--- config.mk ---
export PLATFORM = sky130hd
export DESIGN_NAME = alu_arbiter_flat
export DESIGN_NICKNAME = d
export VERILOG_FILES = /design/src/rtl/alu_arbiter_if.sv /design/src/rtl/alu_arbiter.sv /design/src/flat_wrapper.sv
export SDC_FILE = /design/constraint.sdc
export NUM_CORES = 1
export LEC_CHECK = 0
export ABC_AREA = 1
export CORE_AREA = 2 2 215 217
export DETAILED_ROUTE_END_ITERATION = 8
export DIE_AREA = 0 0 217 219
export PLACE_DENSITY = 0.5
export SETUP_SLACK_MARGIN = 0.2
export SLEW_MARGIN = 10
export SYNTH_ARGS = -nofsm -noshare
export SYNTH_HDL_FRONTEND = slang
export SYNTH_SLANG_ARGS = --single-unit
--- constraint.sdc ---
create_clock -name clk -period 3.8 [get_ports clk]
set_input_delay 0.76 -clock clk [delete_from_list [all_inputs] [get_ports clk]]
set_output_delay 0.76 -clock clk [all_outputs]
set_load 0.01 [all_outputs]
--- src/rtl/alu_arbiter_if.sv ---
// Requester, response and ALU-side signals of the two-port ALU arbiter.
// slave = arbiter view; master = requesters plus ALU view.
interface alu_arbiter_if #(
   parameter int WORDSIZE = 64
);
   logic [1:0]          req_valid;
   logic [1:0]          req_ready;
   logic [WORDSIZE-1:0] req_a0;
   logic [WORDSIZE-1:0] req_a1;
   logic [WORDSIZE-1:0] req_b0;
   logic [WORDSIZE-1:0] req_b1;
   logic [5:0]          req_op0;
   logic [5:0]          req_op1;
   logic [1:0]          resp_valid;
   logic [1:0]          resp_ready;
   logic [WORDSIZE-1:0] resp_result;
   logic [7:0]          resp_flags;
   logic [WORDSIZE-1:0] alu_input_a;
   logic [WORDSIZE-1:0] alu_input_b;
   logic [5:0]          alu_operation;
   logic [WORDSIZE-1:0] alu_result;
   logic [7:0]          alu_flags;

   modport slave (
      input  req_valid, req_a0, req_a1, req_b0, req_b1, req_op0, req_op1,
      output req_ready,
      output resp_valid, resp_result, resp_flags,
      input  resp_ready,
      output alu_input_a, alu_input_b, alu_operation,
      input  alu_result, alu_flags
   );

   modport master (
      output req_valid, req_a0, req_a1, req_b0, req_b1, req_op0, req_op1,
      input  req_ready,
      input  resp_valid, resp_result, resp_flags,
      output resp_ready,
      input  alu_input_a, alu_input_b, alu_operation,
      output alu_result, alu_flags
   );
endinterface

--- src/rtl/alu_arbiter.sv ---
// Round-robin share of one combinational ALU between two ports; response valid 2 cycles after accept.
// One transaction in flight; req_ready drops until the owner consumes the held response.
module alu_arbiter #(
   parameter int WORDSIZE = 64
) (
   input  logic         clk,
   input  logic         reset,
   alu_arbiter_if.slave bus
);
   typedef enum logic [1:0] {IDLE, ISSUE, RESP} state_t;

   typedef struct packed {
      logic [WORDSIZE-1:0] a;
      logic [WORDSIZE-1:0] b;
      logic [5:0]          op;
   } req_t;

   state_t              state;
   state_t              state_nxt;
   logic                owner;
   logic                last_grant;
   logic                grant;
   logic                accept;
   logic [1:0]          req_ready_c;
   logic [1:0]          resp_valid_c;
   req_t                req_sel;
   req_t                alu_req;
   logic [WORDSIZE-1:0] resp_result;
   logic [7:0]          resp_flags;

   always_ff @(posedge clk) begin
      if (reset) state <= IDLE;
      else       state <= state_nxt;
   end

   // On contention the port that did not win last time gets the grant.
   always_comb begin
      state_nxt    = state;
      grant        = 1'b0;
      accept       = 1'b0;
      req_ready_c  = 2'b00;
      resp_valid_c = 2'b00;
      case (state)
         IDLE: begin
            grant = bus.req_valid[1] && (!bus.req_valid[0] || !last_grant);
            if (!reset && (bus.req_valid != 2'b00)) begin
               accept      = 1'b1;
               req_ready_c = grant ? 2'b10 : 2'b01;
               state_nxt   = ISSUE;
            end
         end
         ISSUE: state_nxt = RESP;
         RESP: begin
            resp_valid_c = owner ? 2'b10 : 2'b01;
            if (bus.resp_ready[owner]) state_nxt = IDLE;
         end
         default: state_nxt = IDLE;
      endcase
   end

   always_comb begin
      if (grant) req_sel = '{a: bus.req_a1, b: bus.req_b1, op: bus.req_op1};
      else       req_sel = '{a: bus.req_a0, b: bus.req_b0, op: bus.req_op0};
   end

   always_ff @(posedge clk) begin
      if (reset) begin
         alu_req     <= '0;
         owner       <= 1'b0;
         last_grant  <= 1'b1;
         resp_result <= '0;
         resp_flags  <= '0;
      end else begin
         if (accept) begin
            alu_req    <= req_sel;
            owner      <= grant;
            last_grant <= grant;
         end
         if (state == ISSUE) begin
            resp_result <= bus.alu_result;
            resp_flags  <= bus.alu_flags;
         end
      end
   end

   assign bus.req_ready     = req_ready_c;
   assign bus.resp_valid    = resp_valid_c;
   assign bus.resp_result   = resp_result;
   assign bus.resp_flags    = resp_flags;
   assign bus.alu_input_a   = alu_req.a;
   assign bus.alu_input_b   = alu_req.b;
   assign bus.alu_operation = alu_req.op;
endmodule

--- src/flat_wrapper.sv ---
// flat-port wrapper written by rule: the top's interface ports become plain ports
module alu_arbiter_flat 
#(
   parameter int WORDSIZE = 64
)
  (clk, reset, bus_req_valid, bus_req_a0, bus_req_a1, bus_req_b0, bus_req_b1, bus_req_op0, bus_req_op1, bus_req_ready, bus_resp_valid, bus_resp_result, bus_resp_flags, bus_resp_ready, bus_alu_input_a, bus_alu_input_b, bus_alu_operation, bus_alu_result, bus_alu_flags);
  alu_arbiter_if #(.WORDSIZE(WORDSIZE)) bus_i ();
  input  logic clk;
  input  logic reset;
  input wire logic [$bits(bus_i.req_valid)-1:0] bus_req_valid;
  input wire logic [$bits(bus_i.req_a0)-1:0] bus_req_a0;
  input wire logic [$bits(bus_i.req_a1)-1:0] bus_req_a1;
  input wire logic [$bits(bus_i.req_b0)-1:0] bus_req_b0;
  input wire logic [$bits(bus_i.req_b1)-1:0] bus_req_b1;
  input wire logic [$bits(bus_i.req_op0)-1:0] bus_req_op0;
  input wire logic [$bits(bus_i.req_op1)-1:0] bus_req_op1;
  output wire logic [$bits(bus_i.req_ready)-1:0] bus_req_ready;
  output wire logic [$bits(bus_i.resp_valid)-1:0] bus_resp_valid;
  output wire logic [$bits(bus_i.resp_result)-1:0] bus_resp_result;
  output wire logic [$bits(bus_i.resp_flags)-1:0] bus_resp_flags;
  input wire logic [$bits(bus_i.resp_ready)-1:0] bus_resp_ready;
  output wire logic [$bits(bus_i.alu_input_a)-1:0] bus_alu_input_a;
  output wire logic [$bits(bus_i.alu_input_b)-1:0] bus_alu_input_b;
  output wire logic [$bits(bus_i.alu_operation)-1:0] bus_alu_operation;
  input wire logic [$bits(bus_i.alu_result)-1:0] bus_alu_result;
  input wire logic [$bits(bus_i.alu_flags)-1:0] bus_alu_flags;
  assign bus_i.req_valid = bus_req_valid;
  assign bus_i.req_a0 = bus_req_a0;
  assign bus_i.req_a1 = bus_req_a1;
  assign bus_i.req_b0 = bus_req_b0;
  assign bus_i.req_b1 = bus_req_b1;
  assign bus_i.req_op0 = bus_req_op0;
  assign bus_i.req_op1 = bus_req_op1;
  assign bus_req_ready = bus_i.req_ready;
  assign bus_resp_valid = bus_i.resp_valid;
  assign bus_resp_result = bus_i.resp_result;
  assign bus_resp_flags = bus_i.resp_flags;
  assign bus_i.resp_ready = bus_resp_ready;
  assign bus_alu_input_a = bus_i.alu_input_a;
  assign bus_alu_input_b = bus_i.alu_input_b;
  assign bus_alu_operation = bus_i.alu_operation;
  assign bus_i.alu_result = bus_alu_result;
  assign bus_i.alu_flags = bus_alu_flags;
  alu_arbiter #(.WORDSIZE(WORDSIZE)) u_core (.clk(clk), .reset(reset), .bus(bus_i));
endmodule
# --- Word-level counts from Yosys, hierarchy flattened ---
# Index checks and enable logic that the tools add are counted.
classes:
  n_lt_le_gt_ge: 1
  n_eq_ne: 4
  mux: 14
  reduce_logical: 9
ops:
  columns: ["cell", "count"]
  rows:
  - ["two-way mux 134 bit", 1]
  - ["two-way mux 2 bit", 7]
  - ["one-hot mux 2 bit (3 select lines)", 1]
  - ["two-way mux 1 bit", 5]
  - ["inequality test 2 x 1 -> 1 bit (second input constant)", 2]
  - ["logical NOT 1 bit", 3]
  - ["equality test 2 x 1 -> 1 bit (second input constant)", 1]
  - ["equality test 2 bit (second input constant)", 1]
  - ["logical AND 1 bit", 2]
  - ["logical NOT 2 bit", 1]
  - ["< comparator 1 x 2 -> 1 bit (second input constant)", 1]
  - ["AND reduction 2 bit", 1]
  - ["nonzero test 2 bit", 1]
  - ["logical OR 1 bit", 1]
totals:
  regBits: 210
  input_bits: 346
  wordCells: 36

# --- Logic depth before layout (Yosys ltp) ---
# Gate-level depths: netlist (run 1).
logic_depth:
  word_depth: 6
  mapped_depth: 9
  ltp_nobuf: 7

# --- Least setup slack after synthesis (run 1) ---
# No wires, ideal clock.
synth_path:
  path_kind: "input port to output port"
  from: "in bus_req_valid[0]"
  to: "out bus_req_ready[0]"
  t_arrival_ns: 1.508
  slack_ns: 1.532
  path_stages: 4
  cell_sequence: "nand2_2 > buf_2 > buf_1 > a21oi_1"
synth_between:
  elab_chain_cells: 6
  elab_cells_between_ends: 8
  cone_classes: "mux (3); reduce/logical (5)"
synth_lines:
  columns: ["element", "line", "text"]
  rows:
  - ["start, declared", "flat_wrapper.sv:10", "input wire logic [$bits(bus_i.req_valid)-1:0] bus_req_valid;"]
  - ["logical NOT 1 bit", "alu_arbiter.sv:45", "grant = bus.req_valid[1] && (!bus.req_valid[0] || !last_grant);"]
  - ["logical OR 1 bit", "alu_arbiter.sv:45", null]
  - ["logical AND 1 bit", "alu_arbiter.sv:45", null]
  - ["two-way mux 2 bit", "alu_arbiter.sv:48", "req_ready_c = grant ? 2'b10 : 2'b01;"]
  - ["two-way mux 2 bit *", "alu_arbiter.sv:46", "if (!reset && (bus.req_valid != 2'b00)) begin"]
  - ["two-way mux 2 bit *", "alu_arbiter.sv:43", "case (state)"]
  - ["end, declared", "flat_wrapper.sv:17", "output wire logic [$bits(bus_i.req_ready)-1:0] bus_req_ready;"]
# Every way passes the cells marked *; elsewhere a longest branch is shown, timed or not.

# --- Final worst setup path (run 1) ---
layout_path:
  from: "in reset"
  to: "out bus_req_ready[0]"
layout_between:
  elab_chain_cells: 4
layout_lines:
  columns: ["element", "line", "text"]
  rows:
  - ["start, declared", "flat_wrapper.sv:9", "input logic reset;"]
  - ["logical NOT 1 bit", "alu_arbiter.sv:46", null]
  - ["logical AND 1 bit", "alu_arbiter.sv:46", null]
  - ["two-way mux 2 bit", "alu_arbiter.sv:46", null]
  - ["two-way mux 2 bit", "alu_arbiter.sv:43", null]
# Every way passes these cells.

==> results of run 1 <==
## synthesized netlist by cell type
library cell	instances	share of area
nor2_1	147	0.056
o21ai_0	72	0.037
nor2_4	2	0.0023
buf_2	26	0.013
a21oi_1	2	0.0010
inv_1	139	0.053
inv_2	4	0.0015
buf_4	4	0.0031
dfxtp_1	210	0.43
clkbuf_1	82	0.031
o21ai_1	2	0.0010
nand3_2	1	0.0010
nand3_1	136	0.070
nand2_1	542	0.21
buf_1	12	0.0046
nand4_1	134	0.086
nand2_2	1	0.00064
## metal layers
layer	GRT usage	part of all wire	routed length (microns)	vias up
li1	-	-	-	5753
met3	0.0510	0.086	3750	58
met5	0	0.00097	42	-
met4	0.0489	0.024	1030	6
met2	0.300	0.48	20800	410
met1	0.209	0.41	17900	5173
## path summary, 6_finish.rpt
path | startpoint | end | slack, ps | depth (start not counted)
setup / recovery | reset | bus_req_ready[0] | 570 | 7
hold / removal | u_core.bus.resp_result[2]$_SDFFE_PP0N_ | u_core.bus.resp_result[2]$_SDFFE_PP0N_ | 480 | 2
setup reg to reg | u_core.state[0]$_SDFFE_PP0P_ | u_core.bus.alu_input_a[26]$_SDFFE_PP0P_ | 1370 | 9
hold reg to reg | u_core.bus.resp_result[2]$_SDFFE_PP0N_ | u_core.bus.resp_result[2]$_SDFFE_PP0N_ | 480 | 2
## cell type report
cell class	instances	area (sq um)	share of cell area
Tap cell	600	751	0.0451
Clock inverter	7	96.3	0.00579
Multi-Input combinational cell	1039	4540	0.273
Clock buffer	40	793	0.0477
Antenna cell	2	5.00	0.000301
Sequential cell	210	4200	0.253
Timing Repair Buffer	571	5710	0.343
Inverter	143	544	0.0327
## through the flow
step                hold WS [ps]  power [W]
floorplan                    449    0.00370
global placement             464    0.00501
detailed placement           473    0.00502
CTS                          487    0.00764
global route                 503    0.00795
finish                       482    0.00752
## cells by family after synthesis
kind of cell / after synthesis
AOI/OAI and AO/OA: 76
buffers and inverters: 267
DFF: 210
and+or+nand+nor: 963
## tightest hold or removal path, delay by kind of cell (launching register included)
family | cells | cell delay (ps)
AND/OR/NAND/NOR | 2 | 120
flip-flops | 1 | 320
## sequential cells by signal (all words and copies together) (netlist names)
signal and count:
u_core.last_grant 1, u_core.owner 1, u_core.state 2, u_core.bus.resp_flags 8
u_core.bus.alu_input_b 64, u_core.bus.resp_result 64, u_core.bus.alu_input_a 64, u_core.bus.alu_operation 6
## power breakdown
group | leakage, nW | internal (W) | switching [W]
clock | 0.442 | 0.00156 | 0.00100
sequential | 1.75 | 0.00253 | 0.000169
combinational | 5.50 | 0.00114 | 0.00112
==> metrics.txt, run 1 <==
clock buffer depth 3; Cell Count, Final, Fillers Out 2612; Routed WL per cell 16.7 microns; Max Freq 309 MHz; Synth Area in Adders 0; antenna-violating nets left 0; core area 45100 sq um; Placed Area 15700 sq um; Via Count 11.4k; Seq/Total Area, Yosys 0.430; Die Ht 219 microns; Tot GR Track Use 0.174; Filler cells 4806; top-level I/O count 556; Worst-Margin Slew 1030 ps; Worst Clk Skew 27.0 ps; largest family of logic cells by synthesized area simple AND/OR/NAND/NOR gates; initial antenna violation count 5; CP max-delay cell clkdlybuf4s50_1; Nets 2337; mux cell area share after synthesis 0; PostCTS Resize Cnt 0; worst hold path class reg -> reg; I/O Buffers 555; # DRC 0; largest net degree at the start of global routing 209; clk sinks 210; Die X-Extent 217 microns; Tcrit/Tclk final 0.850; final wirelength 43.5 mm; Post-Synth XOR/XNOR Area 0; syn nets 1862; commonest non-fill, non-tap cells in the layout clkdlybuf4s50_1 (554), nand2_1 (541), dfxtp_1 (210), nor2_1 (147), inv_1 (138); clock period minus worst slack 3230 ps; Hold Vio Cnt, Final 0; mean post-synth cell area 6.45 sq um; mapped cell area 9780 sq um; share of cells above drive strength 1 0.0343; Final Setup Violations 0; Root Buffer clkbuf_16; Pwr Density 452 nW/um^2; crit-path most repeated cell clkdlybuf4s50_1; CTS clk-pin slew, worst paths 60 ps; number of global-route vias before repair 11.1k; CP required 3040 ps; CTS tree done; DP Worst Slack 291 ps; worst stage delay on the critical path 650 ps; WP buf/inv 4; dpl cells 2563; Clk Latency, worst-skew pair 560 ps; crit-path cells clkdlybuf4s50_1, inv_6, o21ai_1, nor2_4, inv_4, a21oi_1, clkdlybuf4s50_1; synth-to-layout area growth 70.2%; post-synth cell types 17; initial drt markers 560; #FFs+latches synth 210; area fraction in compound gates after synthesis 0.0389; number of placement rows 78; Post-CTS Hold Fix Bufs 0; unrepaired setup endpoints after global routing no; HPWL after DPL 30.4 mm; Simple-Gate Fraction of Synth Area 0.424; crit end category primary output; H-tree depth 1; Starting Density 0.217; most common cell after layout, fill and taps aside clkdlybuf4s50_1; GPL Wtd Cong 0.813; WS Path Type in -> out; VDD IR-drop max 309 uV; Synth warnings 0; fin area 16600 sq um; Worst Setup Start Kind input port; final number of max-transition violations 0; first drt pass iteration count 5; remaining global-route overflow 0; Lkg Pwr 7.69 nW; max cap viols 0; Arr. time, crit path 2470 ps; number of post-CTS setup repair buffers 0; die area 47500 sq um; first-pass GRT wire length 64.9 mm; cts bufs inserted 26; status complete, no violations; delay-heaviest family, CP buffers and inverters; final core occ 0.369; drt via density 4.36; Slew headroom 0.316; setup slack after layout 569 ps; Syn Inst Count 1516; Final TNS setup 0 ps; CP max FO 3
Power figures use the tool's default switching activity.
==> run 2: changes to the inputs <==
Settings changed: CORE_AREA 2 2 215 217 to 2 2 219 221, CTS_BUF_LIST set to sky130_fd_sc_hd__clkbuf_8, DIE_AREA 0 0 217 219 to 0 0 221 223, PLACE_DENSITY 0.5 to 0.49.
==> run 2 against run 1 <==
Net effect: total power down 3.6%; wire length up 1.0%; via count up 0.74%; fmax up 1.6%; register-to-register slack better by 470 ps; clock power down 9.8%; first-iteration DRC count up 6.1%; sequential cell count unchanged; clock skew down 6.9 ps; sequential power about the same; critical path type unchanged.
==> metrics.txt, run 2 (synthesis gave the netlist of run 1 again) <==
worst reg-to-reg path cell count 7; Reg2Reg Setup Slack 1840 ps; Starting Density 0.207; crit-path cells clkdlybuf4s50_1, inv_6, o21ai_1, nor2_4, inv_4, a21oi_1, clkdlybuf4s50_1; antenna-violating nets left 0; worst stage delay on the critical path 650 ps; cts bufs inserted 43; number of post-CTS setup repair buffers 0; clk sinks 210; final wirelength 44.0 mm; Pwr Density 437 nW/um^2; Tcrit/Tclk final 0.837; WP buf/inv 4; core area 47100 sq um; most common cell after layout, fill and taps aside clkdlybuf4s50_1; commonest non-fill, non-tap cells in the layout clkdlybuf4s50_1 (554), nand2_1 (541), dfxtp_1 (210), inv_1 (154), nor2_1 (147); HPWL after DPL 29.4 mm; Die Ht 223 microns; dpl cells 2575; initial drt markers 594; top-level I/O count 556; crit-path most repeated cell clkdlybuf4s50_1; number of placement rows 80; first drt pass iteration count 5; Worst Setup Start Kind input port; largest net degree at the start of global routing 209; synth-to-layout area growth 69.5%; CP required 3040 ps; CTS tree done; # DRC 0; GPL Wtd Cong 0.795; status complete, no violations; Final TNS setup 0 ps; Slew headroom 0.290; number of global-route vias before repair 11.2k; Arr. time, crit path 2420 ps; Max Freq 315 MHz; Cell Count, Final, Fillers Out 2652; share of cells above drive strength 1 0.0398; initial antenna violation count 4; hold path endpoint u_core.bus.resp_result[61]$_SDFFE_PP0N_; Lkg Pwr 7.72 nW; die area 49300 sq um; H-tree depth 2; Final Setup Violations 0; reg-to-reg endpoint u_core.bus.alu_input_a[11]$_SDFFE_PP0P_; Root Buffer clkbuf_8; Post-CTS Hold Fix Bufs 0; clock buffer depth 3; final number of max-transition violations 0; CTS clk-pin slew, worst paths 50 ps; WS Path Type in -> out; PostCTS Resize Cnt 0; Via Count 11.5k; Critical Path Source reset; min-delay src u_core.bus.resp_result[61]$_SDFFE_PP0N_; Worst-Margin Slew 1060 ps; Clk Latency, worst-skew pair 590 ps; Hold Vio Cnt, Final 0; CP max-delay cell clkdlybuf4s50_1; unrepaired setup endpoints after global routing no; worst reg2reg path startpoint u_core.state[1]$_SDFFE_PP0P_; worst hold path class reg -> reg; Nets 2351; crit end category primary output; clock period minus worst slack 3180 ps; max cap viols 0; remaining global-route overflow 0; first-pass GRT wire length 67.1 mm; Tot GR Track Use 0.172; Worst Clk Skew 20.1 ps; CP max FO 4; I/O Buffers 555; delay-heaviest family, CP buffers and inverters; hold depth 2; VDD IR-drop max 240 uV; Routed WL per cell 16.6 microns; drt via density 4.33; Die X-Extent 221 microns
## run 2: stage by stage
| stage | worst slack [ps] | instance area, sq um | utilization | hold slack, ps | power, W |
|---|---|---|---|---|---|
| 6_report | 621 | 16600 | 0.352 | 481 | 0.00724 |
| 5_1_grt | 473 | 16600 | 0.352 | 499 | 0.00772 |
| 4_1_cts | 544 | 16600 | 0.351 | 485 | 0.00741 |
| 3_5_place_dp | 547 | 15700 | 0.334 | 471 | 0.00500 |
| 3_3_place_gp | 506 | 15700 | 0.334 | 463 | 0.00499 |
| 2_1_floorplan | 1530 | 9780 | - | 449 | 0.00370 |
## run 2: layer usage
metal | wire (microns) | part of all wire | track usage
met1 | 18000 | 0.41 | 0.200
met2 | 20500 | 0.47 | 0.285
met3 | 4200 | 0.095 | 0.0695
met4 | 1240 | 0.028 | 0.0637
met5 | 0 | 0 | 0
## run 2: power breakdown
| part | switching (W) | total [W] | leakage [nW] | internal [W] |
|---|---|---|---|---|
| Sequential | 0.000167 | 0.00270 | 1.75 | 0.00253 |
| Clock | 0.00105 | 0.00231 | 0.485 | 0.00125 |
| Combinational | 0.00110 | 0.00224 | 5.49 | 0.00114 |
## run 2: worst max-delay path by stage
| stage | end | slack, ps | cells after the start |
|---|---|---|---|
| after floorplan | bus_req_ready[0] | 1530 | 4 |
| after global placement | bus_req_ready[0] | 510 | 7 |
| after detailed placement | bus_req_ready[0] | 550 | 7 |
| after CTS | bus_req_ready[0] | 540 | 7 |
| after global routing | bus_req_ready[0] | 470 | 7 |
| final | bus_req_ready[0] | 620 | 7 |
## run 2: worst min-delay path, delay by kind of cell (launching register included)
family	cells	cell delay [ps]
AND/OR/NAND/NOR	2	120
flip-flops	1	320
## run 2: layout make-up
type | count | area (sq um)
multi-input combinational | 1039 | 4540
inverter | 143 | 544
clock inverter | 20 | 93.8
antenna | 4 | 10.0
tap | 615 | 769
timing repair buffer | 568 | 5690
clock buffer | 53 | 729
fill | 5090 | 30600
sequential | 210 | 4200
